--- src/rtl/branch_resolve_unit_pkg.sv ---
// Shared definitions for the EX-stage branch resolution slice:
// RISC-V B-type condition codes and the resolve/flush FSM state.
package branch_resolve_unit_pkg;

    localparam logic [2:0] F3_BEQ  = 3'b000;
    localparam logic [2:0] F3_BNE  = 3'b001;
    localparam logic [2:0] F3_BLT  = 3'b100;
    localparam logic [2:0] F3_BGE  = 3'b101;
    localparam logic [2:0] F3_BLTU = 3'b110;
    localparam logic [2:0] F3_BGEU = 3'b111;

    typedef enum logic {
        IDLE  = 1'b0,
        FLUSH = 1'b1
    } state_t;

endpackage

--- src/rtl/branch_resolve_unit_cmp.sv ---
// Combinational RISC-V branch condition evaluator (funct3, rs1, rs2 -> taken).
// Reserved codes 010/011 resolve as not-taken.
module branch_cmp
    import branch_resolve_unit_pkg::*;
#(
    parameter int XLEN = 32
) (
    input  logic [2:0]      funct3,
    input  logic [XLEN-1:0] rs1,
    input  logic [XLEN-1:0] rs2,
    output logic            taken
);

    always_comb begin
        taken = 1'b0;
        case (funct3)
            F3_BEQ:  taken = (rs1 == rs2);
            F3_BNE:  taken = (rs1 != rs2);
            F3_BLT:  taken = ($signed(rs1) <  $signed(rs2));
            F3_BGE:  taken = ($signed(rs1) >= $signed(rs2));
            F3_BLTU: taken = (rs1 <  rs2);
            F3_BGEU: taken = (rs1 >= rs2);
            default: taken = 1'b0;
        endcase
    end

endmodule

--- src/rtl/branch_resolve_unit.sv ---
// EX-stage branch resolution: one-cycle predictor update strobe, PC redirect and
// multi-cycle flush on mispredict, saturating branch/mispredict statistics.
module branch_resolve_unit
    import branch_resolve_unit_pkg::*;
#(
    parameter int XLEN         = 32,
    parameter int FLUSH_CYCLES = 2,
    parameter int CNT_W        = 16
) (
    input  logic             clk,
    input  logic             rst,
    input  logic             ex_valid,
    input  logic             ex_is_branch,
    input  logic [2:0]       ex_funct3,
    input  logic [XLEN-1:0]  ex_rs1,
    input  logic [XLEN-1:0]  ex_rs2,
    input  logic [XLEN-1:0]  ex_pc,
    input  logic [XLEN-1:0]  ex_imm,
    input  logic             ex_pred_taken,
    output logic             branchex,
    output logic             outcome,
    output logic             redirect_valid,
    output logic [XLEN-1:0]  redirect_pc,
    output logic             flush,
    output logic [CNT_W-1:0] branch_count,
    output logic [CNT_W-1:0] mispredict_count
);

    localparam logic [3:0] FLUSH_INIT = 4'(FLUSH_CYCLES - 1);

    state_t            state, state_nxt;
    logic [3:0]        fcnt, fcnt_nxt;
    logic              taken;
    logic              accept;
    logic              mispredict;
    logic [XLEN-1:0]   target;

    branch_cmp #(.XLEN(XLEN)) u_cmp (
        .funct3 (ex_funct3),
        .rs1    (ex_rs1),
        .rs2    (ex_rs2),
        .taken  (taken)
    );

    // EX inputs during a flush are wrong-path and never accepted.
    assign accept     = (state == IDLE) && ex_valid && ex_is_branch;
    assign mispredict = taken ^ ex_pred_taken;
    assign target     = taken ? (ex_pc + ex_imm) : (ex_pc + XLEN'(4));
    assign flush      = (state == FLUSH);

    always_comb begin
        state_nxt = state;
        fcnt_nxt  = fcnt;
        case (state)
            IDLE: begin
                if (accept && mispredict) begin
                    state_nxt = FLUSH;
                    fcnt_nxt  = FLUSH_INIT;
                end
            end
            FLUSH: begin
                if (fcnt == 4'd0) state_nxt = IDLE;
                else              fcnt_nxt  = fcnt - 4'd1;
            end
            default: state_nxt = IDLE;
        endcase
    end

    always_ff @(posedge clk or posedge rst) begin
        if (rst) begin
            state <= IDLE;
            fcnt  <= 4'd0;
        end else begin
            state <= state_nxt;
            fcnt  <= fcnt_nxt;
        end
    end

    always_ff @(posedge clk or posedge rst) begin
        if (rst) begin
            branchex         <= 1'b0;
            outcome          <= 1'b0;
            redirect_valid   <= 1'b0;
            redirect_pc      <= '0;
            branch_count     <= '0;
            mispredict_count <= '0;
        end else begin
            branchex       <= accept;
            outcome        <= accept && taken;
            redirect_valid <= accept && mispredict;
            if (accept && mispredict)
                redirect_pc <= target;
            if (accept && (branch_count != {CNT_W{1'b1}}))
                branch_count <= branch_count + 1'b1;
            if (accept && mispredict && (mispredict_count != {CNT_W{1'b1}}))
                mispredict_count <= mispredict_count + 1'b1;
        end
    end

endmodule

--- config.mk ---
export PLATFORM = sky130hd
export DESIGN_NAME = branch_resolve_unit
export DESIGN_NICKNAME = d
export VERILOG_FILES = /design/src/rtl/branch_resolve_unit_pkg.sv /design/src/rtl/branch_resolve_unit_cmp.sv /design/src/rtl/branch_resolve_unit.sv
export SDC_FILE = /design/constraint.sdc
export NUM_CORES = 1
export LEC_CHECK = 0
export CAP_MARGIN = 20
export CORE_MARGIN = 2
export CORE_UTILIZATION = 44
export CTS_CLUSTER_DIAMETER = 40
export CTS_CLUSTER_SIZE = 12
export DETAILED_ROUTE_END_ITERATION = 12
export HOLD_SLACK_MARGIN = 0.03
export PLACE_DENSITY_LB_ADDON = 0.12
export SKIP_LAST_GASP = 1
export SYNTH_ARGS = -nofsm -noshare
export SYNTH_HDL_FRONTEND = slang
export SYNTH_SLANG_ARGS = --single-unit
--- constraint.sdc ---
create_clock -name clk -period 2.3 [get_ports clk]
set_input_delay 0.46 -clock clk [delete_from_list [all_inputs] [get_ports clk]]
set_output_delay 0.46 -clock clk [all_outputs]
set_load 0.02 [all_outputs]
==> flow_summary_export.csv, run 1 <==
group,metric,value,unit
routing,ant_nets,0,
flow_run,maxCapViolations,0,
logic_synthesis,synth_edf_count,0,
clocking,ctsHtreeMaxLevel,3,
finish,diodes,0,
timing,slew_violations,0,
floorplan,die_area,16000,um2
placed_design,place.gp.congestion,0.913,
timing,relSlewSlack,0.449,
clocking,tritoncts,"done",
timing,worst-slew-pin-transition,0.806,ns
finish,drive_gt1_frac,0.401,
global_route,grt_pass1_vias,7526,
critical_path,worstPathMaxFanout,6,
floorplan,core.rowCount,44,
routing,drc,0,
critical_path,rrSetupSlack,0.06,ns
logic_synthesis,syn_avg_cell_area,9.02,um2
routing,via_per_inst,5.46,
critical_path,cp.arrival,3.34,ns
timing,timing.final.ws_setup,-0.805,ns
critical_path,endpoint_kind,"flop",
timing,fmax,0.322,GHz
clocking,cts-buffers-inserted,9,
routing,wire_per_inst,17.4,um
clocking,cts_hold_buffers,0,
critical_path,critPathKind,"in2reg",
floorplan,ios,204,
finish,final_util,0.801,
critical_path,reg2reg_to,"mispredict_count[7]$_DFFE_PP0P_",
timing,fin_crit,3.11,ns
critical_path,crit_family,"simple AND/OR/NAND/NOR gates",
logic_synthesis,postSynthCellCount,731,
critical_path,path_buf_inv,6,
floorplan,die_w,126,um
critical_path,cp_cell_sequence,"buf_6, inv_8, ha_4, nand4_1, nor4_2, buf_4, nand2_4, xor2_2, o21bai_2, o311ai_4, buf_6, nor4_4, buf_4, buf_6, o211ai_1, xnor2_1",
logic_synthesis,synth_nets,935,
logic_synthesis,synth-seq-area-share,0.273,
clocking,path_clk_slew,0.06,ns
logic_synthesis,ys_types,72,
logic_synthesis,ys_async_sr_fraction,1.00,
timing,setup_tns,-38.53,ns
critical_path,crit_path_frequent_cell,"buf_6",
finish,layout_common_cells,"buf_4 (184), clkdlybuf4s50_1 (116), dfrtp_1 (72), nand2_1 (51), xor2_1 (47)",
global_route,antenna_found_initial,0,
floorplan,initial_core_util,0.452,
run_status,violations,"setup timing",
finish,layout_commonest_cell,"buf_4",
placed_design,post-place-ws,-1.38,ns
run_status,status,"complete, but fails checks",
finish,nNetsFinal,1347,
timing,skew,0.00810,ns
global_route,grt.overflow.total,0,
logic_synthesis,ys_ff_latch,72,
critical_path,slowest_delay,0.36,ns
logic_synthesis,netlist_area,6590,um2
clocking,clock_latency,0.35,ns
pwr,ir_worst_vdd,0.655,mV
routing,num_vias,7268,
critical_path,start_kind,"primary input",
timing,final-setup-viol-count,55,
global_route,grt_pass1_wl,36000,um
timing,whs,0.471,ns
timing,hold_viol_final,0,
critical_path,startpoint,"ex_rs2[10]",
floorplan,coreArea,14600,um2
finish,syn_to_final_growth,77.2,%
clocking,cts_root_buf,"clkbuf_16",
critical_path,cp.required,2.54,ns
logic_synthesis,yosys_warnings,0,
pwr,power.leakage,5.41,nW
pwr,power_density,660,nW/um2
routing,drtIter0Drc,333,
placed_design,port_buffers,203,
critical_path,reg2reg_depth,7,
clocking,cts.path.max_buffers,2,
timing,finalCritPeriodShare,1.35,
routing,drt_wl_total,23100,um
critical_path,reg2reg_from,"mispredict_count[7]$_DFFE_PP0P_",
routing,drt_first_pass_iters,5,
timing,rsz0062_at_grt,"true",
hold_path,min_path_type,"in2async",
clocking,cts_sinks,72,
floorplan,die_y,126,um
logic_synthesis,synth_flop_cell,"dfrtp_1",
critical_path,crit_path_top_delay_cell,"nor4_2",
global_route,grt_usage,0.277,
global_route,grt_max_degree,29,
placed_design,dp_hpwl,16700,um
final cells by class:
cell class,count,area [um2]
clock inverter,6,115
clock buffer,10,229
inverter,50,218
tap,184,230
fill,907,2900
timing repair buffer,416,3670
sequential,72,1800
multi-input combinational,594,5420
worst register-to-register path: cells and delay by family, from the launching register on:
family                    cells  cell delay [ns]
AOI/OAI and AO/OA             1             0.18
xor gates and xnor gates      1             0.22
DFF                           1             0.44
and+or+nand+nor               5             1.29
logic make-up (layout without fill, tap and decap cells):
kind of cell / Yosys count / after routing / share of synthesized area
AO/OA/AOI/OAI: 161 / 161 / 0.167
XOR/XNOR: 86 / 86 / 0.114
adder cells (fa/ha/maj): 68 / 68 / 0.130
buffers and inverters: 65 / 482 / 0.0433
flip-flops: 72 / 72 / 0.273
multiplexers: 51 / 51 / 0.0886
AND/OR/NAND/NOR: 228 / 228 / 0.183
worst max path at each step:
| stage | to | slack [ns] | depth (start not counted) |
|---|---|---|---|
| finish | mispredict_count[7]$_DFFE_PP0P_ | -0.81 | 16 |
| global route | redirect_pc[19]$_DFFE_PP0P_ | -0.91 | 17 |
| CTS | redirect_pc[17]$_DFFE_PP0P_ | -0.63 | 15 |
| detailed placement | mispredict_count[1]$_DFFE_PP0P_ | -1.38 | 13 |
| global placement | mispredict_count[15]$_DFFE_PP0P_ | -1.30 | 13 |
| floorplan | redirect_pc[1]$_DFFE_PP0P_ | -0.74 | 15 |
synthesized netlist by cell type, drive strengths merged, types with 9 or more instances:
master	number	area [um2]
nand2	54	208
nor2	42	170
nor3	9	50.1
ha	67	838
xnor2	38	333
inv	50	188
xor2	48	420
o21ai	32	164
buf	9	75.1
nand3	41	205
mux2	29	364
nand4	25	169
dfrtp	72	1800
a211oi	10	75.1
mux2i	22	220
a21o	20	150
and3	21	131
a21oi	53	299
registers in the layout (all words and copies together), names as in the netlist:
signal / flops
branch_count: 16
mispredict_count: 16
branchex: 1
redirect_valid: 1
outcome: 1
fcnt: 4
redirect_pc: 32
flush: 1
metrics by stage:
stage,area [um2],instances,total power [mW]
2_1_floorplan,6870,731,3.75
3_3_place_gp,10400,1275,5.45
3_5_place_dp,10400,1275,5.55
4_1_cts,11500,1318,7.58
5_1_grt,11700,1332,8.08
6_report,11700,1332,7.71
report_power, final:
group	internal (mW)	total, mW	switching, mW
Clock	1.07	1.68	0.608
Sequential	1.67	2.03	0.352
Combinational	2.20	4.01	1.81
metal layers:
layer	routed length, um	GRT usage	part of all wire
met1	9080	0.310	0.39
met2	12000	0.531	0.52
met3	1380	0.0413	0.059
met4	654	0.0950	0.028
met5	0	0	0
repair_timing:
action,in CTS,in global routing
gates resized for setup,349,64
gates cloned,4,0
endpoints found under the setup margin,55,62
pin swaps,96,32
setup buffers,24,18
No activity file was read; power rests on OpenSTA's default activity.
==> run 2: changes to the inputs <==
--- a/config.mk
+++ b/config.mk
@@ -5,6 +5,7 @@
 export SDC_FILE = /design/constraint.sdc
 export NUM_CORES = 1
 export LEC_CHECK = 0
+export ABC_CLOCK_PERIOD_IN_PS = 2300
 export CAP_MARGIN = 20
 export CORE_MARGIN = 2
 export CORE_UTILIZATION = 44
==> results of run 2 <==
No change in the layout: final DEF, timing and power equal those of run 1.
==> run 3: changes to the inputs <==
--- a/config.mk
+++ b/config.mk
@@ -9,7 +9,6 @@
 export CAP_MARGIN = 20
 export CORE_MARGIN = 2
 export CORE_UTILIZATION = 44
-export CTS_CLUSTER_DIAMETER = 40
 export CTS_CLUSTER_SIZE = 12
 export DETAILED_ROUTE_END_ITERATION = 12
 export HOLD_SLACK_MARGIN = 0.03
==> results of run 3 <==
No change in the layout: final DEF, timing and power equal those of run 1.
